===== config.mk =====
export PLATFORM = sky130hd
export DESIGN_NAME = conv2_pe_ctrl
export DESIGN_NICKNAME = d
export VERILOG_FILES = /design/src/rtl/conv2_pe_ctrl.sv
export SDC_FILE = /design/constraint.sdc
export NUM_CORES = 1
export LEC_CHECK = 0
export BUFFER_PORTS_ARGS = -buffer_cell sky130_fd_sc_hd__buf_2
export CAP_MARGIN = 30
export CORE_ASPECT_RATIO = 1.2
export CORE_UTILIZATION = 48
export CTS_BUF_LIST = sky130_fd_sc_hd__clkbuf_8
export CTS_CLUSTER_DIAMETER = 40
export DETAILED_ROUTE_END_ITERATION = 10
export PLACE_DENSITY = 0.83
export SLEW_MARGIN = 5
export SYNTH_ARGS = -nofsm -noshare
export SYNTH_HDL_FRONTEND = slang
export SYNTH_SLANG_ARGS = --single-unit

===== constraint.sdc =====
create_clock -name clk -period 1.95 [get_ports clk]
set_input_delay 0.4875 -clock clk [delete_from_list [all_inputs] [get_ports clk]]
set_output_delay 0.4875 -clock clk [all_outputs]
set_load 0.02 [all_outputs]

===== src/rtl/conv2_pe_ctrl.sv =====
// Sequencer for one conv-layer-2 PE chain: loads per-PE weight words, streams one ifmap row, drains and tags psums.
// Optional build macro CONV2_PE_CTRL_PERF_EN adds busy-cycle and stall-cycle performance counters.
module conv2_pe_ctrl #(
  parameter int IFMAP_W = 28,
  parameter int KERNEL  = 3,
  parameter int PE_ROWS = 3,
  parameter int LAT     = 4,
  parameter int CNT_W   = 6
) (
  input  logic        clk,
  input  logic        rst_n,
  input  logic        start,
  output logic        busy,
  output logic        done,
  input  logic        w_valid,
  input  logic [11:0] w_data,
  output logic        w_ready,
  output logic        filt_wr,
  output logic [1:0]  filt_idx,
  output logic [11:0] filt_data,
  input  logic        s_valid,
  input  logic [7:0]  s_data,
  output logic        s_ready,
  output logic        pe_en,
  output logic [7:0]  pe_ifmap,
  input  logic [13:0] psum_in,
  output logic        m_valid,
  output logic [13:0] m_data,
  input  logic        m_ready
`ifdef CONV2_PE_CTRL_PERF_EN
  ,
  output logic [15:0] perf_cycles,
  output logic [15:0] perf_stalls
`endif
);

  localparam int OUT_W = IFMAP_W - KERNEL + 1;
  localparam int WC_W  = $clog2(PE_ROWS + 1);

  localparam logic [WC_W-1:0]  W_LAST      = WC_W'(PE_ROWS);
  localparam logic [CNT_W-1:0] COL_LAST_IN = CNT_W'(IFMAP_W - 1);
  localparam logic [CNT_W-1:0] COL_FIRST   = CNT_W'(LAT);
  localparam logic [CNT_W-1:0] COL_LAST    = CNT_W'(LAT + OUT_W - 1);
  localparam logic [CNT_W-1:0] COL_MAX     = CNT_W'(LAT + OUT_W);

  typedef enum logic [2:0] {
    S_IDLE,
    S_LOAD_W,
    S_RUN,
    S_DRAIN,
    S_DONE
  } state_e;

  state_e            state_q, state_d;
  logic [WC_W-1:0]   w_cnt_q, w_cnt_d;
  logic [CNT_W-1:0]  col_cnt_q, col_cnt_d;
  logic              filt_wr_q, filt_wr_d;
  logic [1:0]        filt_idx_q, filt_idx_d;
  logic [11:0]       filt_data_q, filt_data_d;
  logic              tag_q, tag_d;
  logic              m_valid_q, m_valid_d;
  logic [13:0]       m_data_q, m_data_d;

  logic stall, in_run, in_drain, w_acc, capture, done_cond;

  always_comb begin
    in_run    = (state_q == S_RUN);
    in_drain  = (state_q == S_DRAIN);
    stall     = m_valid_q & ~m_ready;
    busy      = (state_q != S_IDLE);
    w_ready   = rst_n & (state_q == S_LOAD_W) & (w_cnt_q != W_LAST);
    s_ready   = rst_n & in_run & ~stall;
    pe_en     = rst_n & ~stall & ((in_run & s_valid) | in_drain);
    pe_ifmap  = in_run ? s_data : 8'd0;
    w_acc     = w_valid & w_ready;
    // A tagged psum waits in the frozen chain until the output register can take it.
    capture   = tag_q & ~stall;
    done_cond = (state_q == S_DONE) & ~m_valid_q & ~tag_q;
    done      = rst_n & done_cond;
  end

  always_comb begin
    state_d     = state_q;
    w_cnt_d     = w_cnt_q;
    col_cnt_d   = col_cnt_q;
    filt_wr_d   = 1'b0;
    filt_idx_d  = filt_idx_q;
    filt_data_d = filt_data_q;
    tag_d       = tag_q;
    m_valid_d   = m_valid_q;
    m_data_d    = m_data_q;

    if (pe_en && col_cnt_q != COL_MAX) col_cnt_d = col_cnt_q + CNT_W'(1);

    if (pe_en)        tag_d = (col_cnt_q >= COL_FIRST) && (col_cnt_q <= COL_LAST);
    else if (capture) tag_d = 1'b0;

    if (capture) begin
      m_data_d  = psum_in;
      m_valid_d = 1'b1;
    end else if (m_valid_q && m_ready) begin
      m_valid_d = 1'b0;
    end

    if (w_acc) begin
      filt_data_d = w_data;
      filt_idx_d  = 2'(w_cnt_q);
      filt_wr_d   = 1'b1;
      w_cnt_d     = w_cnt_q + WC_W'(1);
    end

    unique case (state_q)
      S_IDLE: begin
        if (start) begin
          state_d   = S_LOAD_W;
          w_cnt_d   = '0;
          col_cnt_d = '0;
        end
      end
      S_LOAD_W: if (w_cnt_q == W_LAST && filt_wr_q) state_d = S_RUN;
      S_RUN:    if (pe_en && col_cnt_q == COL_LAST_IN) state_d = S_DRAIN;
      S_DRAIN:  if (pe_en && col_cnt_q == COL_LAST) state_d = S_DONE;
      S_DONE:   if (done_cond) state_d = S_IDLE;
      default:  state_d = S_IDLE;
    endcase
  end

  always_ff @(posedge clk) begin
    if (!rst_n) begin
      state_q     <= S_IDLE;
      w_cnt_q     <= '0;
      col_cnt_q   <= '0;
      filt_wr_q   <= 1'b0;
      filt_idx_q  <= '0;
      filt_data_q <= '0;
      tag_q       <= 1'b0;
      m_valid_q   <= 1'b0;
      m_data_q    <= '0;
    end else begin
      state_q     <= state_d;
      w_cnt_q     <= w_cnt_d;
      col_cnt_q   <= col_cnt_d;
      filt_wr_q   <= filt_wr_d;
      filt_idx_q  <= filt_idx_d;
      filt_data_q <= filt_data_d;
      tag_q       <= tag_d;
      m_valid_q   <= m_valid_d;
      m_data_q    <= m_data_d;
    end
  end

  assign filt_wr   = filt_wr_q;
  assign filt_idx  = filt_idx_q;
  assign filt_data = filt_data_q;
  assign m_valid   = m_valid_q;
  assign m_data    = m_data_q;

`ifdef CONV2_PE_CTRL_PERF_EN
  logic [15:0] perf_cycles_q, perf_stalls_q;

  always_ff @(posedge clk) begin
    if (!rst_n || (state_q == S_IDLE && start)) begin
      perf_cycles_q <= '0;
      perf_stalls_q <= '0;
    end else begin
      if (busy && perf_cycles_q != 16'hFFFF) perf_cycles_q <= perf_cycles_q + 16'd1;
      if ((in_run || in_drain) && !pe_en && perf_stalls_q != 16'hFFFF)
        perf_stalls_q <= perf_stalls_q + 16'd1;
    end
  end

  assign perf_cycles = perf_cycles_q;
  assign perf_stalls = perf_stalls_q;
`endif

endmodule


==> metrics.csv, run 1 <==
metric,value,unit
status,finished with violations,
violations,setup timing,
leakage,1.09,nW
reg2regPathDepth,5,
drv_cap,0,
worstPathRequired,1460,ps
ys_ff_latch,42,
viasPerCell,5.09,
pre_cts_slack,23.0,ps
first_pass_iters,5,
clockBufferDepth,2,
track_usage,21.8,%
rrSetupSlack,200,ps
synth.area.top_cells,"dfxtp_1, nand2_1, a21oi_1, nand3_1, ha_1",
hold_slack,429,ps
port_buffers,82,
routed_wl,4.33,mm
hold_viol,0,
nFillCells,332,
fin_crit,2010,ps
num_antenna_cells,0,
skew,8.67,ps
synth_nets,278,
clk_latency,290,ps
fmax,497,MHz
syn_inst,232,
netlist_area,1850,um2
dr.first_iter.drc_count,101,
slowest_delay,550,ps
fin_crit_sh,103,%
grt_remaining_overflow,0,
regToRegStartpoint,state_q[2],
start_kind,flop,
start_util,50.6,%
cts_hold_buf,0,
worst-setup-path-type,flop to primary output,
rsz0062_at_grt,true,
ys.flop_type,dfxtp_1,
gp_congestion,0.849,
ys.warnings.count,0,
whs_path_depth,3,
synth_top_area_share,45.4,%
top_level_ports,83,
final.setup.worst_slack,-61.1,ps
syn_to_final_growth,33.9,%
drive_gt1_share,34.8,%
antenna_left,0,
synth-edff-count,0,
synth_top_cell_by_area,dfxtp_1,
cts-root-buf,clkbuf_8,
die_w,58.7,um
final_nets,367,
crit_arrival,1520,ps
syn_avg_cell_area,7.99,um2
grt_max_degree,18,
num_rows,24,
crit_slowest_cell,or4_4,
finalPower,0.00156,W
r2r-end,col_cnt_q[3],
grt_first_pass_wirelength,7.04,mm
seq_area_frac_synth,45.4,%
maxSlewHeadroom,55.6,%
dieArea,4110,um2
crit_chain,"nand2b_4, or4_4, inv_4, buf_6",
dp_hpwl,3.14,mm
vdd_drop_max,0.386,mV
grt_pass1_vias,1746,
grt_antenna_before_repair,0,
path_max_fanout,5,
hp-class,primary input to flop,
drc,0,
crit_path_end_kind,primary output,
worstMarginPinSlew,665,ps
core_area,3660,um2
finalSetupViolations,1,
wl_per_cell,11.6,um
power.density,629,nW/um2
slew_violations,0,
min_from,psum_in[4],
dieHeight,70.1,um
cts_tree,yes,
cts-buffers-inserted,5,
synth.distinct_cells,39,
cts.sinks,42,
vias,1903,
synthArstFlopShare,0,%
clk_pin_slew,80,ps
whs_endpoint,m_data[4],
htreeDepth,2,
## synth_stat cells, types with 2 or more instances
master and count:
nand2_1 50, dfxtp_1 42, a21oi_1 33, nand3_1 21, nor2_1 14, clkbuf_1 9, and2_1 8, ha_1 6
inv_1 5, nor3_1 5, nand2b_1 4, and3_1 2, inv_2 2, mux2i_1 2, nor2b_1 2, nor4b_1 2
o21ai_0 2, o31ai_1 2
## timing repair
| action | 4_1_cts | 5_1_grt |
|---|---|---|
| setup buffers | 1 | 0 |
| setup endpoints to repair | 9 | 10 |
| endpoints found under the hold margin | 0 | 0 |
| resized for setup | 6 | 2 |
| pin swaps | 1 | 1 |
## power breakdown
group / switching, W / total (W) / leakage [nW] / internal, W
Clock: 0.000278 / 0.000559 / 0.0524 / 0.000280
Sequential: 0.00000477 / 0.000871 / 0.340 / 0.000866
Combinational: 0.0000728 / 0.000130 / 0.696 / 0.0000568
Total: 0.000356 / 0.00156 / 1.09 / 0.00120
## through the flow
step                TNS, ps  instances  util (%)  area (um2)
floorplan                 0        232         -        1850
global placement          0        365      64.3        2360
detailed placement        0        365      64.3        2360
CTS                   -85.5        374      67.5        2470
global route           -143        374      67.7        2480
finish                -61.1        374      67.7        2480
## final cells by class
class | instances | area (um2) | area share [%]
sequential | 42 | 843 | 34.0
clock buffer | 6 | 82.6 | 3.33
inverter | 7 | 28.8 | 1.16
multi-input combinational | 171 | 946 | 38.1
tap | 52 | 65.1 | 2.62
clock inverter | 2 | 8.76 | 0.353
timing repair buffer | 94 | 507 | 20.4
## flip-flops by register name, summed over array words and instances, names as in the netlist
name and count:
col_cnt_q 6, tag_q 1, filt_wr 1, filt_data 12
state_q 3, w_cnt_q 2, m_data 14, m_valid 1
filt_idx 2
## worst max-delay path by stage
stage / startpoint / end / slack (ps) / cells past startpoint
2_1_floorplan: w_cnt_q[0] / w_ready / 90 / 5
3_3_place_gp: rst_n / pe_en / 50 / 5
3_5_place_dp: rst_n / pe_en / 20 / 5
4_1_cts: state_q[2] / pe_en / -70 / 4
5_1_grt: state_q[2] / pe_en / -110 / 4
6_report: state_q[2] / pe_en / -60 / 4
## placed cells by master, fill, tap and decap left out, types with 2 or more instances in the layout
cell type  synthesis  routed
inv_1              5       6
nor4b_1            2       2
nor2_1            14      13
and2_1             8       8
nand3_1           21      21
and3_1             2       2
buf_4              0      12
dfxtp_2            0       2
nand2b_1           4       4
nand2_1           50      50
clkbuf_8           0       6
mux2i_1            2       2
nor2b_1            2       2
o21ai_0            2       2
o31ai_1            2       2
dfxtp_1           42      40
a21oi_1           33      33
nor3_1             5       5
buf_2              1      81
ha_1               6       6
## layer usage
layer | routed length (um) | GRT usage, % | share of wire [%]
met1 | 1870 | 24.2 | 43
met2 | 2140 | 39.8 | 50
met3 | 239 | 5.19 | 5.5
met4 | 76 | 6.61 | 1.8
met5 | 0 | 0 | 0
## critical path, delay by kind of cell (launching register included)
family | cells | cell delay (ps)
buffers and inverters | 2 | 200
AND/OR/NAND/NOR | 2 | 700
flip-flops | 1 | 320
## cell families (layout without fill, tap and decap cells)
logic type,after synthesis,in the layout,share of synthesized area (%)
xor+xnor,1,1,0.473
simple gates,119,119,31.8
buf+inv,19,109,4.32
flops,42,42,45.4
fa+ha+maj,6,6,4.05
compound gates,43,43,12.9
mux,2,2,1.08
(Power assumes the default switching activity.)
==> inputs of run 2 (changes only) <==
--- a/config.mk
+++ b/config.mk
@@ -5,14 +5,15 @@
 export SDC_FILE = /design/constraint.sdc
 export NUM_CORES = 1
 export LEC_CHECK = 0
+export ABC_AREA = 1
 export BUFFER_PORTS_ARGS = -buffer_cell sky130_fd_sc_hd__buf_2
 export CAP_MARGIN = 30
 export CORE_ASPECT_RATIO = 1.2
-export CORE_UTILIZATION = 48
+export CORE_UTILIZATION = 49
 export CTS_BUF_LIST = sky130_fd_sc_hd__clkbuf_8
 export CTS_CLUSTER_DIAMETER = 40
 export DETAILED_ROUTE_END_ITERATION = 10
-export PLACE_DENSITY = 0.83
+export PLACE_DENSITY = 0.82
 export SLEW_MARGIN = 5
 export SYNTH_ARGS = -nofsm -noshare
 export SYNTH_HDL_FRONTEND = slang
==> metrics.csv, run 2 <==
metric,value,unit,change
status,finished clean,,
maxSlewHeadroom,70.6,%,+15 points
worstMarginPinSlew,441,ps,-224 ps
startpoint,w_cnt_q[0],,
synthArstFlopShare,0,%,unchanged
seq_area_frac_synth,42.8,%,-2.5 points
crit_end,w_ready,,
worstPathRequired,1460,ps,about the same
worst-setup-path-type,flop to primary output,,
start_util,52.7,%,+2.1 points
htreeDepth,2,,unchanged
fin_crit,1810,ps,-200 ps
leakage,1.30,nW,+20%
netlist_area,1960,um2,+5.9%
ys.flop_type,dfxtp_1,,
drive_gt1_share,34.0,%,-0.80 points
skew,2.08,ps,-6.59 ps
fmax,552,MHz,+11%
ys.warnings.count,0,,unchanged
layout_commonest_cell,buf_2,,
num_antenna_cells,0,,unchanged
cts_hold_buf,0,,unchanged
mostFrequentLayoutCells,"buf_2, nor2_1, nand2_1, dfxtp_1, inv_1",,
r2r-end,state_q[1],,
regToRegStartpoint,w_cnt_q[0],,
synth_compound_area_share,12.8,%,-0.086 points
routed_wl,4.50,mm,+3.9%
pre_cts_slack,265,ps,+242 ps
largest_reg_flops,14,,unchanged
power.density,874,nW/um2,+39%
slew_violations,0,,unchanged
track_usage,22.6,%,+0.76 points
dieHeight,71.3,um,+1.8%
path_max_fanout,4,,-1
synth-edff-count,0,,unchanged
die_w,59.8,um,+1.8%
grt_antenna_before_repair,0,,unchanged
dr.first_iter.drc_count,79,,-22%
drc,0,,unchanged
grt_first_pass_wirelength,7.33,mm,+4.2%
synth_simple_gate_area_share,30.8,%,-0.96 points
fin_setup_tns,0,ps,+61.1 ps
clk_latency,290,ps,about the same
drv_cap,0,,unchanged
synth.area.top_cells,"dfxtp_1, nor2_1, nand2_1, inv_1, o21ai_0",,
syn_to_final_growth,29.2,%,
rrSetupSlack,400,ps,+200 ps
synth_top_cell_by_area,dfxtp_1,,
vias,1964,,+3.2%
synth_common_cells,"nor2_1, nand2_1, dfxtp_1",,
clk_pin_slew,70,ps,about the same
placed_area,2420,um2,+2.5%
gp_congestion,0.902,,+6.2%
vdd_drop_max,0.663,mV,+72%
cts.sinks,42,,unchanged
synth_most_common_cell,nor2_1,,
hold_slack,413,ps,-15.5 ps
reg2regPathDepth,8,,+3
hp-class,primary input to flop,,
synth_top_family_by_area,simple AND/OR/NAND/NOR gates,,
crit_arrival,1320,ps,-200 ps
fin_util,68.1,%,+0.39 points
cts_tree,yes,,
top_level_ports,83,,unchanged
design_area,2540,um2,+2.2%
syn_avg_cell_area,7.16,um2,-10%
crit_slowest_cell,dfxtp_1,,
grt_remaining_overflow,0,,unchanged
dp_hpwl,3.34,mm,+6.6%
cts-root-buf,clkbuf_8,,
synth_nets,320,,+15%
final.setup.worst_slack,139,ps,+200 ps
grt_pass1_vias,1783,,+2.1%
crit_path_end_kind,primary output,,
cts-buffers-inserted,5,,unchanged
clockBufferDepth,2,,unchanged
yosys.area_share.adder,3.82,%,-0.23 points
crit_chain,"ha_1, nor3_4, buf_2",,
viasPerCell,4.74,,-6.8%
first_pass_iters,4,,-1
port_buffers,82,,unchanged
num_rows,24,,unchanged
fin_crit_sh,92.9,%,-10 points
wl_per_cell,10.9,um,-6.1%
start_kind,flop,,
antenna_left,0,,unchanged
grt_max_degree,19,,+1
slowest_delay,350,ps,-200 ps
final_nets,407,,+11%
synth.distinct_cells,26,,-33%
synth_mux_area_share,0,%,-1.1 points
syn_inst,274,,+18%
synth_top_area_share,42.8,%,-2.5 points
ys_ff_latch,42,,unchanged
core_area,3720,um2,+1.6%
synth_xor_area_share,0.446,%,-0.027 points
hold_viol,0,,unchanged
dieArea,4260,um2,+3.7%
finalSetupViolations,0,,-1
==> run 2: cell count changes in the layout (fill, tap and decap cells not counted), moves of 8 or more <==
cell	before	now
a21oi_1	33	16
a21oi_2	0	8
and2_1	8	0
inv_1	6	32
nand2_2	0	9
nand3_1	21	10
nor2_1	13	54
o21ai_0	2	19
==> run 2: critical path, delay by kind of cell (launching register included) <==
family / cells / cell delay, ps
adders and majority gates: 1 / 270
DFF: 1 / 350
and+or+nand+nor: 1 / 220
buffers and inverters: 1 / 200
==> run 2: area by class of cell <==
type,count,area (um2)
fill,347,1190
multi-input combinational,190,948
timing repair buffer,87,453
sequential,42,843
clock buffer,6,82.6
clock inverter,2,8.76
timing repair inverter,1,3.75
inverter,34,131
tap,52,65.1
==> run 2: what timing repair did <==
item,in CTS,in global routing
gates cloned,0,1
buffers inserted,0,1
setup endpoints to repair,9,10
gates resized for setup,1,7
==> run 2: report_power, final <==
| group | switching, W | internal, W | leakage (nW) |
|---|---|---|---|
| sequential | 0.0000590 | 0.000910 | 0.340 |
| clock | 0.000270 | 0.000280 | 0.0524 |
| combinational | 0.000455 | 0.000242 | 0.912 |
| total | 0.000784 | 0.00143 | 1.30 |
==> run 2: worst min path at each step <==
stage / start / end / slack, ps / cells after the start
after detailed placement: filt_data[2] / filt_data[2] / 460 / 2
after CTS: psum_in[2] / m_data[2] / 410 / 3
after global routing: psum_in[10] / m_data[10] / 410 / 3
after global placement: tag_q / tag_q / 450 / 2
after floorplan: tag_q / tag_q / 440 / 2
final: psum_in[2] / m_data[2] / 410 / 3
==> run 2: metal layers <==
layer	wire length, um	up-vias	GRT usage (%)
met5	0	-	0
met4	99	0	10.6
met3	272	9	5.78
met2	2270	67	39.4
met1	1860	863	25.0
li1	-	1025	-
==> run 2: stage by stage <==
stage | std cells | power, W
2_1_floorplan | 274 | 0.00145
3_3_place_gp | 404 | 0.00163
3_5_place_dp | 404 | 0.00163
4_1_cts | 412 | 0.00219
5_1_grt | 414 | 0.00236
6_report | 414 | 0.00222
==> run 2: cells by family after synthesis <==
| kind of cell | after synthesis |
|---|---|
| buf+inv | 42 |
| compound gates | 44 |
| flops | 42 |
| xor+xnor | 1 |
| simple gates | 139 |
| fa+ha+maj | 6 |
==> inputs of run 3 (changes only) <==
--- a/config.mk
+++ b/config.mk
@@ -5,15 +5,14 @@
 export SDC_FILE = /design/constraint.sdc
 export NUM_CORES = 1
 export LEC_CHECK = 0
-export ABC_AREA = 1
 export BUFFER_PORTS_ARGS = -buffer_cell sky130_fd_sc_hd__buf_2
 export CAP_MARGIN = 30
 export CORE_ASPECT_RATIO = 1.2
-export CORE_UTILIZATION = 49
+export CORE_UTILIZATION = 48
 export CTS_BUF_LIST = sky130_fd_sc_hd__clkbuf_8
 export CTS_CLUSTER_DIAMETER = 40
 export DETAILED_ROUTE_END_ITERATION = 10
-export PLACE_DENSITY = 0.82
+export PLACE_DENSITY = 0.81
 export SLEW_MARGIN = 5
 export SYNTH_ARGS = -nofsm -noshare
 export SYNTH_HDL_FRONTEND = slang
==> metrics.csv, run 3 (synthesized netlist as in run 1, its figures left out) <==
metric,value,unit,change
skew,8.21,ps,+6.13 ps
design_area,2480,um2,-2.2%
grt_antenna_before_repair,0,,unchanged
drc,0,,unchanged
worst-setup-path-type,flop to primary output,,
dr.first_iter.drc_count,90,,+14%
critPathBufInv,2,,+1
rsz0062_at_grt,true,,
hold_viol,0,,unchanged
final_nets,366,,-10%
fin_util,67.7,%,-0.42 points
crit_slowest_cell,or4_4,,
first_pass_iters,4,,unchanged
die_w,58.7,um,-1.8%
mostFrequentLayoutCells,"buf_2, nand2_1, dfxtp_1, a21oi_1, nand3_1",,
cts.sinks,42,,unchanged
regToRegStartpoint,state_q[2],,
vias,1877,,-4.4%
reg2regPathDepth,5,,-3
cts_hold_buf,0,,unchanged
crit_arrival,1470,ps,+150 ps
path_max_fanout,4,,unchanged
final.setup.worst_slack,-10.4,ps,-149 ps
r2r-end,col_cnt_q[3],,
hp-class,primary input to flop,,
grt_max_degree,33,,+14
min_from,psum_in[9],,
track_usage,21.8,%,-0.82 points
pre_cts_slack,45.0,ps,-220 ps
num_rows,24,,unchanged
whs_path_depth,3,,unchanged
largest_reg_flops,14,,unchanged
fmax,510,MHz,-7.6%
grt_pass1_vias,1625,,-8.9%
clk_latency,290,ps,about the same
port_buffers,82,,unchanged
dp_hpwl,3.27,mm,-2.0%
grt_remaining_overflow,0,,unchanged
syn_to_final_growth,33.8,%,
violations,setup timing,,
vdd_drop_max,0.342,mV,-48%
rrSetupSlack,210,ps,-190 ps
fin_crit_sh,101,%,+7.7 points
worstMarginPinSlew,656,ps,+215 ps
slew_violations,0,,unchanged
htreeDepth,2,,unchanged
status,finished with violations,,
worstPathRequired,1460,ps,about the same
gp_congestion,0.842,,-6.7%
crit_path_end_kind,primary output,,
maxSlewHeadroom,56.2,%,-14 points
met1_usage,25.9,%,+0.90 points
crit_chain,"nand2b_4, or4_4, inv_4, buf_6",,
gr-usage-met2,36.0,%,-3.4 points
top_level_ports,83,,unchanged
grt_busiest_layer,met2,,
fin_crit,1960,ps,+149 ps
start_kind,flop,,
whs_endpoint,m_data[9],,
clockBufferDepth,2,,unchanged
core_area,3660,um2,-1.6%
leakage,1.08,nW,-17%
cts_tree,yes,,
drv_cap,0,,unchanged
power.density,632,nW/um2,-28%
cp_top_family,simple AND/OR/NAND/NOR gates,,
cts-root-buf,clkbuf_8,,
cts-buffers-inserted,5,,unchanged
finalSetupViolations,1,,+1
start_util,50.6,%,-2.1 points
wl_per_cell,11.8,um,+8.8%
layout_commonest_cell,buf_2,,
drive_gt1_share,34.9,%,+0.91 points
dieArea,4110,um2,-3.5%
met3_usage,5.19,%,-0.59 points
antenna_left,0,,unchanged
clk_pin_slew,80,ps,about the same
grt_first_pass_wirelength,6.96,mm,-5.2%
num_antenna_cells,0,,unchanged
slowest_delay,540,ps,+190 ps
dieHeight,70.1,um,-1.8%
routed_wl,4.41,mm,-1.9%
placed_area,2350,um2,-2.8%
viasPerCell,5.03,,+6.1%
-- run 3: timing repair --
item / CTS / global route
endpoints found under the setup margin: 9 / 10
setup buffers: 0 / 1
resized for setup: 4 / 5
-- run 3: how the worst max path moves through the flow --
stage,start,end,cells after the start
4_1_cts,state_q[2],pe_ifmap[0],4
3_3_place_gp,rst_n,col_cnt_q[3],6
5_1_grt,state_q[2],pe_en,4
6_report,state_q[2],pe_en,4
2_1_floorplan,w_cnt_q[0],w_ready,5
3_5_place_dp,rst_n,col_cnt_q[3],6
-- run 3: through the flow --
stage	setup TNS [ps]	hold slack (ps)	cells	power (W)
2_1_floorplan	0	453	232	0.000950
6_report	-10.4	432	373	0.00157
3_3_place_gp	0	439	364	0.00101
4_1_cts	-25.1	427	372	0.00158
5_1_grt	-62.6	433	373	0.00163
3_5_place_dp	0	443	364	0.00101
-- run 3: worst min-delay path: stages --
cell and delay [ps]:
buf_2 90, nand2_1 40, a21oi_1 50
-- run 3: final cells by class --
class / instances / area [um2]
multi-input combinational: 171 / 946
tap: 52 / 65.1
clock inverter: 2 / 12.5
clock buffer: 6 / 82.6
timing repair buffer: 93 / 499
sequential: 42 / 846
inverter: 7 / 28.8
fill: 323 / 1180
-- run 3: report_power, final --
part	switching, W	internal [W]	total [W]	leakage, nW
sequential	0.00000802	0.000866	0.000874	0.340
combinational	0.0000677	0.0000534	0.000121	0.692
clock	0.000288	0.000285	0.000573	0.0472
-- run 3: routing by layer --
layer	wire length, um	up-vias
li1	-	963
met1	1880	858
met2	2270	52
met3	216	4
met4	46	0
met5	0	-
